--- src/rtl/latch_capture_pkg.sv ---
// Shared types and default parameters for the latch capture reader.
package latch_capture_pkg;

    typedef enum logic [1:0] {
        IDLE    = 2'd0,
        OPEN    = 2'd1,
        CAPTURE = 2'd2
    } lc_state_t;

    localparam int DEF_DATA_W      = 8;
    localparam int DEF_SYNC_STAGES = 2;
    localparam int DEF_MIN_OPEN    = 2;
    localparam int DEF_FIFO_DEPTH  = 4;

endpackage

--- src/rtl/latch_capture_fifo.sv ---
// Synchronous show-ahead FIFO; head word visible combinationally, one-cycle push/pop.
// A push into a full FIFO is accepted only when a pop happens in the same cycle.
module latch_capture_fifo #(
    parameter int DATA_W = 8,
    parameter int DEPTH  = 4
) (
    input  logic                       clk,
    input  logic                       rst_n,
    input  logic                       i_push,
    input  logic [DATA_W-1:0]          i_push_dat,
    input  logic                       i_pop,
    output logic                       o_full,
    output logic                       o_empty,
    output logic [$clog2(DEPTH):0]     o_count,
    output logic [DATA_W-1:0]          o_head_dat
);
    localparam int AW = $clog2(DEPTH);
    localparam int CW = AW + 1;

    logic [DATA_W-1:0] r_mem [DEPTH];
    logic [AW-1:0]     r_wr_ptr;
    logic [AW-1:0]     r_rd_ptr;
    logic [CW-1:0]     r_count;
    logic              w_do_push;
    logic              w_do_pop;

    assign o_full     = (r_count == CW'(DEPTH));
    assign o_empty    = (r_count == '0);
    assign o_count    = r_count;
    assign w_do_pop   = i_pop & ~o_empty;
    assign w_do_push  = i_push & (~o_full | w_do_pop);
    // Gate the head so the output reads zero while nothing is queued.
    assign o_head_dat = o_empty ? '0 : r_mem[r_rd_ptr];

    always_ff @(posedge clk or negedge rst_n) begin
        if (!rst_n) begin
            r_wr_ptr <= '0;
            r_rd_ptr <= '0;
            r_count  <= '0;
        end else begin
            if (w_do_push) r_wr_ptr <= r_wr_ptr + 1'b1;
            if (w_do_pop)  r_rd_ptr <= r_rd_ptr + 1'b1;
            case ({w_do_push, w_do_pop})
                2'b10:   r_count <= r_count + 1'b1;
                2'b01:   r_count <= r_count - 1'b1;
                default: r_count <= r_count;
            endcase
        end
    end

    always_ff @(posedge clk) begin
        if (w_do_push) r_mem[r_wr_ptr] <= i_push_dat;
    end

endmodule

--- src/rtl/latch_capture_rx.sv ---
// Captures lat_d on each qualified lat_en close; first word valid SYNC_STAGES+2 edges after close.
// Valid/ready output from a show-ahead FIFO; a capture into a full FIFO with no pop is dropped.
module latch_capture_rx
    import latch_capture_pkg::*;
#(
    parameter int DATA_W      = DEF_DATA_W,
    parameter int SYNC_STAGES = DEF_SYNC_STAGES,
    parameter int MIN_OPEN    = DEF_MIN_OPEN,
    parameter int FIFO_DEPTH  = DEF_FIFO_DEPTH
) (
    input  logic                          clk,
    input  logic                          rst_n,
    input  logic                          lat_en,
    input  logic [DATA_W-1:0]             lat_d,
    output logic                          out_valid,
    input  logic                          out_ready,
    output logic [DATA_W-1:0]             out_data,
    output logic                          overflow,
    output logic                          glitch,
    output logic [$clog2(FIFO_DEPTH):0]   fifo_count
);
    localparam int CNT_W = $clog2(MIN_OPEN + 1);

    logic [SYNC_STAGES-1:0] r_sync;
    logic                   r_en_prev;
    logic                   r_rise;
    logic                   r_fall;
    lc_state_t              r_state;
    logic [CNT_W-1:0]       r_open_cnt;
    logic                   r_glitch;
    logic                   r_overflow;

    logic                   w_en_s;
    logic                   w_full;
    logic                   w_empty;
    logic                   w_pop;
    logic                   w_capture;
    logic                   w_drop;

    assign w_en_s    = r_sync[SYNC_STAGES-1];
    assign out_valid = ~w_empty;
    assign w_pop     = out_valid & out_ready;
    assign w_capture = (r_state == CAPTURE);
    assign w_drop    = w_capture & w_full & ~w_pop;
    assign overflow  = r_overflow;
    assign glitch    = r_glitch;

    // Edges are registered, so the FSM works on a one-cycle-delayed view of
    // en_s whose level is r_en_prev; this gives the extra fall-detect stage.
    always_ff @(posedge clk or negedge rst_n) begin
        if (!rst_n) begin
            r_sync    <= '0;
            r_en_prev <= 1'b0;
            r_rise    <= 1'b0;
            r_fall    <= 1'b0;
        end else begin
            r_sync    <= {r_sync[SYNC_STAGES-2:0], lat_en};
            r_en_prev <= w_en_s;
            r_rise    <= w_en_s & ~r_en_prev;
            r_fall    <= ~w_en_s & r_en_prev;
        end
    end

    always_ff @(posedge clk or negedge rst_n) begin
        if (!rst_n) begin
            r_state    <= IDLE;
            r_open_cnt <= '0;
            r_glitch   <= 1'b0;
            r_overflow <= 1'b0;
        end else begin
            r_glitch   <= 1'b0;
            r_overflow <= w_drop;
            case (r_state)
                IDLE: begin
                    if (r_rise) begin
                        r_state    <= OPEN;
                        r_open_cnt <= CNT_W'(1);
                    end
                end
                OPEN: begin
                    if (r_fall) begin
                        if (r_open_cnt >= CNT_W'(MIN_OPEN)) begin
                            r_state <= CAPTURE;
                        end else begin
                            r_state  <= IDLE;
                            r_glitch <= 1'b1;
                        end
                    end else if (r_en_prev && (r_open_cnt < CNT_W'(MIN_OPEN))) begin
                        r_open_cnt <= r_open_cnt + 1'b1;
                    end
                end
                CAPTURE: begin
                    // A fresh open arriving during the capture cycle is not lost.
                    if (r_rise) begin
                        r_state    <= OPEN;
                        r_open_cnt <= CNT_W'(1);
                    end else begin
                        r_state <= IDLE;
                    end
                end
                default: r_state <= IDLE;
            endcase
        end
    end

    latch_capture_fifo #(
        .DATA_W (DATA_W),
        .DEPTH  (FIFO_DEPTH)
    ) u_fifo (
        .clk        (clk),
        .rst_n      (rst_n),
        .i_push     (w_capture),
        .i_push_dat (lat_d),
        .i_pop      (w_pop),
        .o_full     (w_full),
        .o_empty    (w_empty),
        .o_count    (fifo_count),
        .o_head_dat (out_data)
    );

endmodule

--- config.mk ---
export PLATFORM = sky130hd
export DESIGN_NAME = latch_capture_rx
export DESIGN_NICKNAME = d
export VERILOG_FILES = /design/src/rtl/latch_capture_pkg.sv /design/src/rtl/latch_capture_fifo.sv /design/src/rtl/latch_capture_rx.sv
export SDC_FILE = /design/constraint.sdc
export NUM_CORES = 1
export LEC_CHECK = 0
export CORE_UTILIZATION = 54
export CTS_BUF_LIST = sky130_fd_sc_hd__clkbuf_8 sky130_fd_sc_hd__clkbuf_16
export CTS_CLUSTER_SIZE = 10
export DETAILED_ROUTE_END_ITERATION = 8
export PLACE_DENSITY = 0.88
export SYNTH_ARGS = -nofsm -noshare
export SYNTH_HDL_FRONTEND = slang
export SYNTH_SLANG_ARGS = --single-unit
--- constraint.sdc ---
create_clock -name clk -period 2.85 [get_ports clk]
set_input_delay 0.285 -clock clk [delete_from_list [all_inputs] [get_ports clk]]
set_output_delay 0.285 -clock clk [all_outputs]
set_load 0.03 [all_outputs]
# ---- Word-level counts from Yosys, hierarchy flattened
# Memories as Yosys holds them, arrays and structs flattened.
# Index checks and enable logic that the tools add are counted.
dict set report op_classes {
  add_sub_neg 5
  order_cmp 2
  n_eq_ne 10
  muxes 15
  bitwise 13
  reduce_logical 8
}
# cell n
set op_table {}
lappend op_table {{2-bit two-way mux} 5}
lappend op_table {{8-bit two-way mux} 1}
lappend op_table {{2-bit inequality test, second input constant} 4}
lappend op_table {{1-bit AND} 7}
lappend op_table {{2-bit by 1-bit adder with 2-bit output, second input constant} 3}
lappend op_table {{1-bit two-way mux} 6}
lappend op_table {{2-bit one-hot mux with 3 select lines} 1}
lappend op_table {{3-bit one-hot mux with 2 select lines} 1}
lappend op_table {{1-bit inverter} 5}
lappend op_table {{2-bit by 1-bit equality test with 1-bit output, second input constant} 2}
lappend op_table {{2-bit equality test, second input constant} 2}
lappend op_table {{2-bit one-hot mux with 2 select lines} 1}
lappend op_table {{4-bit AND reduction} 1}
lappend op_table {{2-bit nonzero test} 2}
lappend op_table {{3-bit by 1-bit adder with 3-bit output, second input constant} 1}
lappend op_table {{3-bit equality test, second input constant} 1}
lappend op_table {{3-bit logical NOT} 1}
lappend op_table {{3-bit by 1-bit subtractor with 3-bit output, second input constant} 1}
lappend op_table {{2-bit greater-or-equal comparator, second input constant} 1}
lappend op_table {{2-bit logical NOT} 1}
lappend op_table {{2-bit less-than comparator, second input constant} 1}
lappend op_table {{2-bit by 1-bit inequality test with 1-bit output, second input constant} 1}
lappend op_table {{2-bit AND reduction} 1}
lappend op_table {{2-bit OR reduction} 1}
lappend op_table {{other kinds (2)} 2}
dict set report totals {
  register_bits 18
  ram_bits 32
  input_bits 12
  output_inout_bits 14
  wordCells 65
  n_memories 1
}
# memory words width rd rd_clocked_by_memory_dff wr line_no
set mem_list {}
lappend mem_list {u_fifo.r_mem 4 8 1 0 1 latch_capture_fifo.sv:20} ;# logic [DATA_W-1:0] r_mem [DEPTH];

# ---- Longest topological paths before layout
# Gate-level depths: netlist of run 1.
dict set report logic_depth {
  ltp_word 8
  mapped_depth 7
  depth_no_buf 6
}

# ---- Cells and area by module
# A second synthesis of run 1 with hierarchy kept.
dict set report unflattened {
  cells_unflattened 124
  area_unflattened_um2 2067.0
}
# mod instances cells_each area_per_inst_um2 seq_area_each_um2
set modules_own_cells {}
lappend modules_own_cells {latch_capture_fifo 1 90 1645.3 1136.1}
lappend modules_own_cells {latch_capture_rx 1 34 421.7 275.3}

# ---- Worst setup path before layout of run 1
# Ideal clock, no wire load.
dict set report synth_path {
  path_kind {reg2reg}
  start {reg u_fifo.r_count[1], in the netlist u_fifo.o_count[1]}
  end {reg u_fifo.r_count[2], in the netlist u_fifo.o_count[2]}
  setup_ns 0.126
  arrival_time_ns 2.515
  required_ns 2.724
  setup_slack_ns 0.209
  path_stages_with_launch 7
  path_buffers 1
  synth_period_minus_slack_ns 2.641
  cell_sequence {dfrtp_1 -> or3_1 -> clkbuf_1 -> nand3_1 -> fa_1 -> or3_4 -> a311o_1}
}
dict set report synth_via {
  elab_chain_cells 8
  word_cells_on_any_way 14
  classes_between {add/sub (2); eq/ne (3); mux (1); bitwise (6); reduce/logical (2)}
}
# item line_no
set synth_lines {}
lappend synth_lines {{from (decl)} latch_capture_fifo.sv:23} ;# logic [CW-1:0] r_count;
lappend synth_lines {{from (signal assigned)} latch_capture_fifo.sv:44} ;# 2'b10: r_count <= r_count + 1'b1;
lappend synth_lines {{from (signal assigned)} latch_capture_fifo.sv:45} ;# 2'b01: r_count <= r_count - 1'b1;
lappend synth_lines {{from (signal assigned)} latch_capture_fifo.sv:46} ;# default: r_count <= r_count;
lappend synth_lines {{3-bit logical NOT (*)} latch_capture_fifo.sv:28} ;# assign o_empty = (r_count == '0);
lappend synth_lines {{1-bit inverter (*)} latch_capture_rx.sv:41} ;# assign out_valid = ~w_empty;
lappend synth_lines {{named net out_valid} latch_capture_rx.sv:15} ;# output logic out_valid,
lappend synth_lines {{1-bit AND} latch_capture_rx.sv:42} ;# assign w_pop = out_valid & out_ready;
lappend synth_lines {{1-bit AND (*)} latch_capture_fifo.sv:30} ;# assign w_do_pop = i_pop & ~o_empty;
lappend synth_lines {{1-bit bitwise OR} latch_capture_fifo.sv:31} ;# assign w_do_push = i_push & (~o_full | w_do_pop);
lappend synth_lines {{1-bit AND} latch_capture_fifo.sv:31}
lappend synth_lines {{2-bit by 1-bit equality test with 1-bit output or 2-bit equality test (tied branches)} latch_capture_fifo.sv:43} ;# case ({w_do_push, w_do_pop})
lappend synth_lines {{3-bit one-hot mux with 2 select lines or 2-bit nonzero test (tied branches)} --}
# Mark *: on every way through the listed nets, which the timed path passes. The rest lies on a longest branch.
# A chain may end at the register's enable or synchronous reset.

# ---- Final worst setup path of run 1
dict set report layout_path {
  start {reg u_fifo.r_rd_ptr[0]}
  end {out out_data[6]}
}
dict set report layout_via {
  elab_chain_cells 2
}
# item line_no
set layout_lines {}
lappend layout_lines {{from (decl)} latch_capture_fifo.sv:22} ;# logic [AW-1:0] r_rd_ptr;
lappend layout_lines {{from (signal assigned)} latch_capture_fifo.sv:42} ;# if (w_do_pop) r_rd_ptr <= r_rd_ptr + 1'b1;
lappend layout_lines {{memory 4 x 8 bit} --}
lappend layout_lines {{8-bit two-way mux} latch_capture_fifo.sv:33} ;# assign o_head_dat = o_empty ? '0 : r_mem[r_rd_ptr];
lappend layout_lines {{to (decl)} latch_capture_rx.sv:17} ;# output logic [DATA_W-1:0] out_data,
# Every way passes these cells.

==> results.sh, run 1 <==
export IMPL_status="complete, no violations"
export IMPL_drtAntennaViolNets=0
export IMPL_avgSynthCellArea_um2=15.80
export IMPL_clock_tree_root_cell="clkbuf_8"
export IMPL_multiInputGateArea_um2=620.6
export IMPL_worstReg2RegStart="u_fifo.o_count[1]$_DFFE_PN0P_"
export IMPL_place_ws_ps=468.1
export IMPL_hpwl_um=2403
export IMPL_ys_ff_latch=50
export IMPL_io_pins=26
export IMPL_die_area_um2=4115
export IMPL_hold_buffers=0
export IMPL_critPathMaxStageDelay_ps=590
export IMPL_irDropWorstVdd_mv=0.5207
export IMPL_layout_min_cycle_time_ps=2622
export IMPL_grt_pass1_vias=1143
export IMPL_stdcell_count=209
export IMPL_final_setup_worst_slack_ps=227.7
export IMPL_antenna_found_initial=0
export IMPL_synthCells=132
export IMPL_drive_gt1_share_pct=11.80
export IMPL_whs_ps=378.2
export IMPL_num_vias=1182
export IMPL_p_leak_nw=0.9205
export IMPL_cts_resized=0
export IMPL_antenna_cells=0
export IMPL_rrSetupSlack_ps=500
export IMPL_n_fill_cell=255
export IMPL_max_slew_worst_pin_slew_ps=789.3
export IMPL_fin_crit_sh_pct=92.01
export IMPL_synth_top_area_share_pct=46.07
export IMPL_die_w_um=64.15
export IMPL_viasPerCell=5.656
export IMPL_wl_per_cell_um=16.47
export IMPL_fmax_mhz=381.3
export IMPL_dr_first_iter_drc_count=42
export IMPL_worstPathCellList="buf_4 -> mux4_2 -> and2_1 -> clkdlybuf4s50_1"
export IMPL_slew_viol_final=0
export IMPL_cp_data_arrival_time_ps=2340
export IMPL_yosys_warnings=0
export IMPL_cts_buffers=5
export IMPL_cp_max_fo=6
export IMPL_cp_start_kind="flip-flop"
export IMPL_r2r_end="u_fifo.o_count[2]$_DFFE_PN0P_"
export IMPL_cts_sinks=50
export IMPL_ys_seq_area_share_pct=67.67
export IMPL_die_y_um=64.15
export IMPL_synth_distinct_cells=31
export IMPL_clockBufferDepth=2
export IMPL_h_tree_depth=2
export IMPL_register_area_um2=1411
export IMPL_cp_end_kind="output pin"
export IMPL_hp_class="reg -> reg"
export IMPL_synth_area_leaders="edfxtp_1 46%, dfrtp_1 22%, mux4_2 8.6%"
export IMPL_cp_startpoint="u_fifo.r_rd_ptr[0]$_DFFE_PN0N_"
export IMPL_drv_cap=0
export IMPL_grt_pass1_wl_um=5547
export IMPL_fin_tns_setup_ps=0
export IMPL_port_buffers=25
export IMPL_max_slew_margin_pct=47.22
export IMPL_insertion_delay_ps=300
export IMPL_cp_data_required_time_ps=2570
export IMPL_cts_setup_buffers=0
export IMPL_rows=22
export IMPL_nets=178
export IMPL_finalClockSkew_ps=5.056
export IMPL_path_clk_slew_ps=80
export IMPL_r2r_cells=5
export IMPL_endpoint="out_data[6]"
export IMPL_grt_max_degree=19
export IMPL_power_density_nw_per_um2=965.6
export IMPL_drc_errors=0
export IMPL_hold_viol_final=0
export IMPL_dr_pass1_iters=5
export IMPL_rsz0062_at_grt="false"
export IMPL_grt_usage_pct=19.17
export IMPL_crit_type="reg -> out"
export IMPL_cts_tree="built"
export IMPL_overflow=0
export IMPL_syn_to_final_growth_pct=19.32
export IMPL_gp_congestion=0.7368
export IMPL_hold_start="r_sync[0]$_DFF_PN0_"
export IMPL_synth_top_cell_by_area="edfxtp_1"
export IMPL_start_util_pct=56.55
export IMPL_coreArea_um2=3689
export IMPL_setup_violations=0
export IMPL_syn_area_um2=2086
export IMPL_cpMaxStageDelayCell="clkdlybuf4s50_1"
export IMPL_dp_cells=201
export IMPL_syn_num_nets=150
export IMPL_drt_total_wl_um=3443
## registers in the layout (all words and copies together) (netlist names)
| register | cells |
|---|---|
| u_fifo.r_rd_ptr | 2 |
| r_open_cnt | 2 |
| r_fall | 1 |
| overflow | 1 |
| u_fifo.r_wr_ptr | 2 |
| u_fifo.o_count | 3 |
| r_state | 2 |
| glitch | 1 |
| r_sync | 2 |
| r_rise | 1 |
| r_en_prev | 1 |
| u_fifo.r_mem | 32 |
## routing by layer
layer / track usage [%] / vias to the layer above / share of wire [%]
met4: 8.333 / 0 / 2.4
met5: 0 / - / 0
li1: - / 536 / -
met2: 32.45 / 38 / 53
met3: 6.071 / 12 / 5.1
met1: 22.47 / 596 / 39
## metrics by stage
step,power [mW],util [%],instance area [um2]
6_report,2.403,67.47,2489
3_3_place_gp,1.877,64.31,2372
5_1_grt,2.531,67.47,2489
3_5_place_dp,1.928,64.31,2372
2_1_floorplan,1.588,-,2086
4_1_cts,2.421,67.47,2489
## layout by cell type, fill, tap and decap left out, drive strengths merged
master,instances
nand3b,1
nor2,5
edfxtp,32
nor3,1
bufinv,1
mux4,8
dfrtp,18
nor4,1
inv,7
nand2b,3
xnor2,5
buf,1
clkdlybuf4s50,25
nor2b,3
clkbuf,6
nor4b,1
fa,1
a311o,1
o2111ai,1
nand2,8
o221ai,2
a21oi,3
ha,5
nand3,3
or3,2
o21ai,3
and2,12
a21boi,1
mux2,1
## cells in the mapped netlist (all sizes together)
master / n
a21boi: 1
a21oi: 3
a311o: 1
and2: 12
buf: 3
clkbuf: 2
dfrtp: 18
edfxtp: 32
fa: 1
ha: 5
inv: 6
mux2: 1
mux4: 8
nand2: 8
nand2b: 3
nand3: 3
nand3b: 1
nor2: 5
nor2b: 3
nor3: 1
nor4: 1
nor4b: 1
o2111ai: 1
o21ai: 3
o221ai: 2
or3: 2
xnor2: 5
## power breakdown
| group | total (mW) | switching (mW) | leakage (nW) | internal [mW] |
|---|---|---|---|---|
| combinational | 0.939 | 0.485 | 0.347 | 0.454 |
| clock | 0.494 | 0.211 | 0.0626 | 0.282 |
| sequential | 0.970 | 0.118 | 0.511 | 0.853 |
## worst max-delay path, delay by kind of cell (launching register included)
family | cells | cell delay [ps]
flip-flops | 1 | 530
AND/OR/NAND/NOR | 1 | 180
multiplexers | 1 | 500
buffers and inverters | 2 | 830
## logic make-up (layout without fill, tap and decap cells)
kind of cell / Yosys count / after routing / share of synthesized area [%]
DFF: 50 / 50 / 67.67
muxes: 9 / 9 / 9.178
buffers and inverters: 11 / 40 / 2.579
AOI/OAI and AO/OA: 11 / 11 / 3.539
and+or+nand+nor: 40 / 40 / 10.98
adders and majority gates: 6 / 6 / 3.959
xor gates and xnor gates: 5 / 5 / 2.099
## cell type report
cell class,count,area share (%)
clock inverters,2,1.357
inverters,6,0.9050
clock buffers,6,3.318
flip-flops and latches,50,56.71
multi-input cells,71,24.94
well taps,48,2.413
repair buffers,26,10.36
## worst min path at each step
| stage | end | depth (start not counted) | slack, ps |
|---|---|---|---|
| 5_1_grt | r_sync[1]$_DFF_PN0_ | 0 | 390 |
| 3_5_place_dp | r_sync[1]$_DFF_PN0_ | 0 | 340 |
| 3_3_place_gp | r_sync[1]$_DFF_PN0_ | 0 | 340 |
| 4_1_cts | r_sync[1]$_DFF_PN0_ | 0 | 390 |
| 6_report | r_sync[1]$_DFF_PN0_ | 0 | 380 |
| 2_1_floorplan | glitch$_DFF_PN0_ | 0 | -10 |
Power figures use the tool's default switching activity.
==> inputs of run 2 (changes only) <==
--- a/config.mk
+++ b/config.mk
@@ -5,11 +5,14 @@
 export SDC_FILE = /design/constraint.sdc
 export NUM_CORES = 1
 export LEC_CHECK = 0
+export ABC_CLOCK_PERIOD_IN_PS = 2850
 export CORE_UTILIZATION = 54
 export CTS_BUF_LIST = sky130_fd_sc_hd__clkbuf_8 sky130_fd_sc_hd__clkbuf_16
 export CTS_CLUSTER_SIZE = 10
 export DETAILED_ROUTE_END_ITERATION = 8
 export PLACE_DENSITY = 0.88
+export SETUP_SLACK_MARGIN = 0.2
+export SLEW_MARGIN = 20
 export SYNTH_ARGS = -nofsm -noshare
 export SYNTH_HDL_FRONTEND = slang
 export SYNTH_SLANG_ARGS = --single-unit
==> results.sh, run 2 (synthesized netlist as in run 1, its figures left out) <==
export IMPL_status="complete, no violations"
export IMPL_post_dp_cell_area_um2=2372
export IMPL_max_slew_margin_pct=46.78
export IMPL_rsz0062_at_grt="false"
export IMPL_pwr_share_comb_pct=39.0
export IMPL_final_setup_worst_slack_ps=325.9
export IMPL_insertion_delay_ps=300
export IMPL_cts_setup_buffers=0
export IMPL_start_util_pct=56.55
export IMPL_drv_cap=0
export IMPL_rrSetupSlack_ps=510
export IMPL_hpwl_um=2403
export IMPL_drt_total_wl_um=3448
export IMPL_p_leak_nw=0.9195
export IMPL_syn_to_final_growth_pct=19.38
export IMPL_final_cell_mix="32 x edfxtp_1, 25 x clkdlybuf4s50_1, 17 x dfrtp_1"
export IMPL_hold_viol_final=0
export IMPL_cp_data_required_time_ps=2570
export IMPL_cp_end_kind="output pin"
export IMPL_viasPerCell=5.550
export IMPL_slew_viol_final=0
export IMPL_overflow=0
export IMPL_hold_buffers=0
export IMPL_hp_class="reg -> reg"
export IMPL_antenna_cells=0
export IMPL_cts_tree="built"
export IMPL_drc_errors=0
export IMPL_cts_buffers=5
export IMPL_design_area_um2=2490
export IMPL_cp_start_kind="flip-flop"
export IMPL_cpMaxStageDelayCell="clkdlybuf4s50_1"
export IMPL_coreArea_um2=3689
export IMPL_crit_type="reg -> out"
export IMPL_layout_min_cycle_time_ps=2524
export IMPL_largest_reg_flops=32
export IMPL_critPathMaxStageDelay_ps=590
export IMPL_cp_data_arrival_time_ps=2240
export IMPL_max_slew_worst_pin_slew_ps=795.9
export IMPL_grt_pass1_wl_um=5547
export IMPL_cts_resized=1
export IMPL_n_fill_cell=256
export IMPL_fin_crit_sh_pct=88.57
export IMPL_grt_pass1_vias=1143
export IMPL_cts_sinks=50
export IMPL_pwr_share_clk_pct=20.5
export IMPL_fin_total_pwr_mw=2.406
export IMPL_port_buffers=25
export IMPL_irDropWorstVdd_mv=0.5196
export IMPL_worstPathCellList="buf_4 -> mux4_2 -> and2_1 -> clkdlybuf4s50_1"
export IMPL_die_y_um=64.15
export IMPL_io_pins=26
export IMPL_place_ws_ps=468.1
export IMPL_grt_usage_pct=19.17
export IMPL_r2r_end="u_fifo.o_count[2]$_DFFE_PN0P_"
export IMPL_die_area_um2=4115
export IMPL_endpoint="out_data[6]"
export IMPL_cp_num_cells=4
export IMPL_antenna_found_initial=0
export IMPL_clock_tree_root_cell="clkbuf_8"
export IMPL_finalClockSkew_ps=5.695
export IMPL_power_density_nw_per_um2=966.2
export IMPL_cp_max_fo=6
export IMPL_setup_violations=0
export IMPL_p_sw_share_pct=33.86
export IMPL_h_tree_depth=2
export IMPL_dr_pass1_iters=5
export IMPL_gp_congestion=0.7368
export IMPL_worstReg2RegStart="u_fifo.o_count[0]$_DFFE_PN0P_"
export IMPL_clockBufferDepth=2
export IMPL_dr_first_iter_drc_count=39
export IMPL_die_w_um=64.15
export IMPL_critPathTopFamily="buffers and inverters"
export IMPL_multiInputGateArea_um2=620.6
export IMPL_nets=178
export IMPL_layout_commonest_cell="edfxtp_1"
export IMPL_path_clk_slew_ps=80
export IMPL_fin_tns_setup_ps=0
export IMPL_drive_gt1_share_pct=12.42
export IMPL_top_register="u_fifo.r_mem"
export IMPL_wl_per_cell_um=16.50
export IMPL_register_area_um2=1413
export IMPL_num_vias=1160
export IMPL_grt_max_degree=19
export IMPL_switchingPower_uw=814.7
export IMPL_cp_startpoint="u_fifo.r_rd_ptr[0]$_DFFE_PN0N_"
export IMPL_r2r_cells=5
export IMPL_final_util_pct=67.50
export IMPL_rows=22
export IMPL_seqPwrFrac_pct=40.4
export IMPL_cp_buffers_inverters=2
export IMPL_internal_power_mw=1.591
export IMPL_fmax_mhz=396.2
export IMPL_drtAntennaViolNets=0
[run 2: routing by layer]
metal	share of wire (%)	up-vias	GRT usage [%]
met2	53	35	32.45
met1	39	583	22.47
met5	0	-	0
met4	1.9	0	8.333
met3	5.7	8	6.071
li1	-	534	-
[run 2: worst min path at each step]
| stage | start | to | slack, ps | depth (start not counted) |
|---|---|---|---|---|
| floorplan | rst_n | glitch$_DFF_PN0_ | -10 | 0 |
| global placement | r_sync[0]$_DFF_PN0_ | r_sync[1]$_DFF_PN0_ | 340 | 0 |
| detailed placement | r_sync[0]$_DFF_PN0_ | r_sync[1]$_DFF_PN0_ | 340 | 0 |
| CTS | r_sync[0]$_DFF_PN0_ | r_sync[1]$_DFF_PN0_ | 390 | 0 |
| global route | r_sync[0]$_DFF_PN0_ | r_sync[1]$_DFF_PN0_ | 390 | 0 |
| finish | r_sync[0]$_DFF_PN0_ | r_sync[1]$_DFF_PN0_ | 380 | 0 |
[run 2: cell type report]
cell class                 instances  area share, %
tap                               48          2.412
multi-input combinational         71          24.92
timing repair buffer              26          10.35
inverter                           6         0.9045
clock inverter                     2          1.357
clock buffer                       6          3.317
sequential                        50          56.73
[run 2: worst register-to-register path: stages (launching register included)]
cell and delay, ps:
dfrtp_1 490, or3_1 390, nand3_1 150, fa_1 460
or3_4 400, a311o_1 350
[run 2: stage by stage]
step	std cells	hold WS, ps
6_report	209	378.2
5_1_grt	209	387.5
2_1_floorplan	132	-10.59
4_1_cts	209	387.4
3_5_place_dp	201	344.1
3_3_place_gp	201	342.7
[run 2: power by group through the flow]
| stage | clock, mW | sequential [mW] | combinational, mW |
|---|---|---|---|
| 6_report | 0.494 | 0.972 | 0.939 |
| 5_1_grt | 0.533 | 0.988 | 1.01 |
| 4_1_cts | 0.506 | 0.974 | 0.943 |
| 3_5_place_dp | 0 | 0.988 | 0.940 |
| 3_3_place_gp | 0 | 0.976 | 0.901 |
| 2_1_floorplan | 0 | 0.968 | 0.620 |
==> inputs of run 3 (changes only) <==
--- a/config.mk
+++ b/config.mk
@@ -10,9 +10,11 @@
 export CTS_BUF_LIST = sky130_fd_sc_hd__clkbuf_8 sky130_fd_sc_hd__clkbuf_16
 export CTS_CLUSTER_SIZE = 10
 export DETAILED_ROUTE_END_ITERATION = 8
+export GPL_TIMING_DRIVEN = 0
 export PLACE_DENSITY = 0.88
 export SETUP_SLACK_MARGIN = 0.2
 export SLEW_MARGIN = 20
 export SYNTH_ARGS = -nofsm -noshare
 export SYNTH_HDL_FRONTEND = slang
+export SYNTH_HIERARCHICAL = 1
 export SYNTH_SLANG_ARGS = --single-unit
==> results.sh, run 3 <==
export IMPL_drc_errors=0
export IMPL_crit_type="reg -> out"
export IMPL_port_buffers=25
export IMPL_antenna_cells=0
export IMPL_grt_pass1_vias=1070
export IMPL_r2r_end="u_fifo/o_count[2]$_DFFE_PN0P_"
export IMPL_rsz0062_at_grt="false"
export IMPL_cts_sinks=50
export IMPL_ys_ff_latch=50
export IMPL_synth_most_common_cell="edfxtp_1"
export IMPL_power_density_nw_per_um2=942.6
export IMPL_cp_end_kind="output pin"
export IMPL_coreArea_um2=3661
export IMPL_path_clk_slew_ps=80
export IMPL_synth_edf_count=32
export IMPL_cp_data_required_time_ps=2570
export IMPL_final_cell_mix="32 x edfxtp_1, 25 x clkdlybuf4s50_1, 17 x dfrtp_1"
export IMPL_irDropWorstVdd_mv=0.4289
export IMPL_cp_startpoint="u_fifo/r_rd_ptr[1]$_DFFE_PN0P_"
export IMPL_status="complete, no violations"
export IMPL_avgSynthCellArea_um2=16.67
export IMPL_ys_seq_area_share_pct=68.28
export IMPL_layout_min_cycle_time_ps=2514
export IMPL_dr_pass1_iters=4
export IMPL_synth_ff_type="edfxtp_1"
export IMPL_synth_distinct_cells=29
export IMPL_rrSetupSlack_ps=350
export IMPL_layout_commonest_cell="edfxtp_1"
export IMPL_cp_start_kind="flip-flop"
export IMPL_p_leak_nw=0.9580
export IMPL_fin_tns_setup_ps=0
export IMPL_drv_cap=0
export IMPL_die_area_um2=4079
export IMPL_insertion_delay_ps=290
export IMPL_worstReg2RegStart="u_fifo/o_count[0]$_DFFE_PN0P_"
export IMPL_syn_to_final_growth_pct=21.13
export IMPL_cp_data_arrival_time_ps=2230
export IMPL_nets=177
export IMPL_hp_class="reg -> reg"
export IMPL_num_vias=1061
export IMPL_cts_tree="built"
export IMPL_endpoint="out_data[0]"
export IMPL_overflow=0
export IMPL_die_w_um=63.87
export IMPL_synth_top_area_share_pct=46.49
export IMPL_met3_length_um=139
export IMPL_setup_violations=0
export IMPL_drive_gt1_share_pct=20.13
export IMPL_n_fill_cell=237
export IMPL_final_util_pct=68.39
export IMPL_antenna_found_initial=0
export IMPL_rows=22
export IMPL_wirelength_met1_um=1451
export IMPL_hold_viol_final=0
export IMPL_r2r_cells=12
export IMPL_yosys_top_cells_count="32 x edfxtp_1, 18 x dfrtp_1, 11 x inv_1, 9 x and2_1, 8 x mux4_2"
export IMPL_hpwl_um=2233
export IMPL_synth_area_leaders="edfxtp_1 46%, dfrtp_1 22%, mux4_2 8.7%"
export IMPL_finalClockSkew_ps=4.493
export IMPL_dr_first_iter_drc_count=31
export IMPL_largest_reg_flops=32
export IMPL_drtAntennaViolNets=0
export IMPL_syn_area_um2=2067
export IMPL_cts_buffers=5
export IMPL_max_slew_margin_pct=48.28
export IMPL_clock_tree_root_cell="clkbuf_8"
export IMPL_die_y_um=63.87
export IMPL_cp_max_fo=9
export IMPL_ys_async_sr_fraction_pct=36.00
export IMPL_slew_viol_final=0
export IMPL_fin_crit_sh_pct=88.21
export IMPL_viasPerCell=5.126
export IMPL_h_tree_depth=2
export IMPL_synth_top_cell_by_area="edfxtp_1"
export IMPL_met2WireLength_um=1562
export IMPL_hold_buffers=0
export IMPL_grt_usage_pct=17.71
export IMPL_top_register="u_fifo/r_mem"
export IMPL_dp_cells=197
export IMPL_synthCells=124
export IMPL_multiInputGateArea_um2=610.6
export IMPL_grt_pass1_wl_um=5161
export IMPL_io_pins=26
export IMPL_syn_num_nets=143
export IMPL_yosys_warnings=6
export IMPL_clockBufferDepth=2
export IMPL_fmax_mhz=397.8
export IMPL_stdcell_count=207
export IMPL_gp_congestion=0.7242
export IMPL_grt_max_degree=19
export IMPL_wl_per_cell_um=15.50
export IMPL_max_slew_worst_pin_slew_ps=773.4
export IMPL_register_area_um2=1413
export IMPL_drt_total_wl_um=3208
export IMPL_highest_layer="met4"
export IMPL_start_util_pct=56.46
-- run 3: per-stage QoR --
stage	worst slack (ps)	hold WS [ps]	instance area, um2	total power, mW
after floorplan	230.5	-10.59	2068	1.608
after global placement	102.1	339.3	2379	1.895
after detailed placement	15.94	348.5	2379	1.935
after CTS	211.6	369.5	2497	2.370
after global routing	218.2	371.2	2504	2.499
final	336.1	364.3	2504	2.360
-- run 3: critical path: stages (launching register included) --
cell and delay [ps]:
dfrtp_1 340, clkbuf_1 450, mux4_2 390, and2_1 170
clkdlybuf4s50_1 590
-- run 3: timing repair --
action | CTS | global route
setup buffers | 2 | 0
resized for setup | 4 | 2
setup endpoints to repair | 2 | 1
pin swaps | 0 | 1
-- run 3: how the worst min path moves through the flow --
| stage | from | to | slack (ps) | depth (start not counted) |
|---|---|---|---|---|
| finish | r_sync[0]$_DFF_PN0_ | r_sync[1]$_DFF_PN0_ | 360 | 0 |
| global route | r_sync[0]$_DFF_PN0_ | r_sync[1]$_DFF_PN0_ | 370 | 0 |
| CTS | r_sync[0]$_DFF_PN0_ | r_sync[1]$_DFF_PN0_ | 370 | 0 |
| detailed placement | r_sync[0]$_DFF_PN0_ | r_sync[1]$_DFF_PN0_ | 350 | 0 |
| global placement | r_sync[0]$_DFF_PN0_ | r_sync[1]$_DFF_PN0_ | 340 | 0 |
| floorplan | rst_n | glitch$_DFF_PN0_ | -10 | 0 |
-- run 3: kinds of logic (layout without fill, tap and decap cells) --
group	Yosys count	in the layout	synth area share, %
and+or+nand+nor	31	31	9.625
muxes	11	11	10.47
adders and majority gates	7	7	4.600
DFF	50	50	68.28
AOI/OAI and AO/OA	4	4	1.452
buffers and inverters	14	49	2.603
xor gates and xnor gates	7	7	2.966
-- run 3: per-layer routing --
metal | global-route usage (%) | vias to the layer above
met1 | 24.06 | 524
li1 | - | 505
met5 | 0 | -
met3 | 5.000 | 6
met4 | 5.966 | 0
met2 | 27.66 | 26
-- run 3: cell type report --
| class | count | area share, % |
|---|---|---|
| plain buffers | 3 | 0.8996 |
| flip-flops and latches | 50 | 56.42 |
| well taps | 48 | 2.399 |
| inverters | 11 | 1.649 |
| multi-input cells | 60 | 24.39 |
| repair buffers | 27 | 10.59 |
| clock buffers | 6 | 3.298 |
| clock inverters | 2 | 0.3498 |
-- run 3: report_power, final --
group	leakage, nW	switching [mW]	internal (mW)
sequential	0.504	0.0692	0.864
combinational	0.402	0.530	0.493
clock	0.0524	0.211	0.192
total	0.958	0.810	1.55
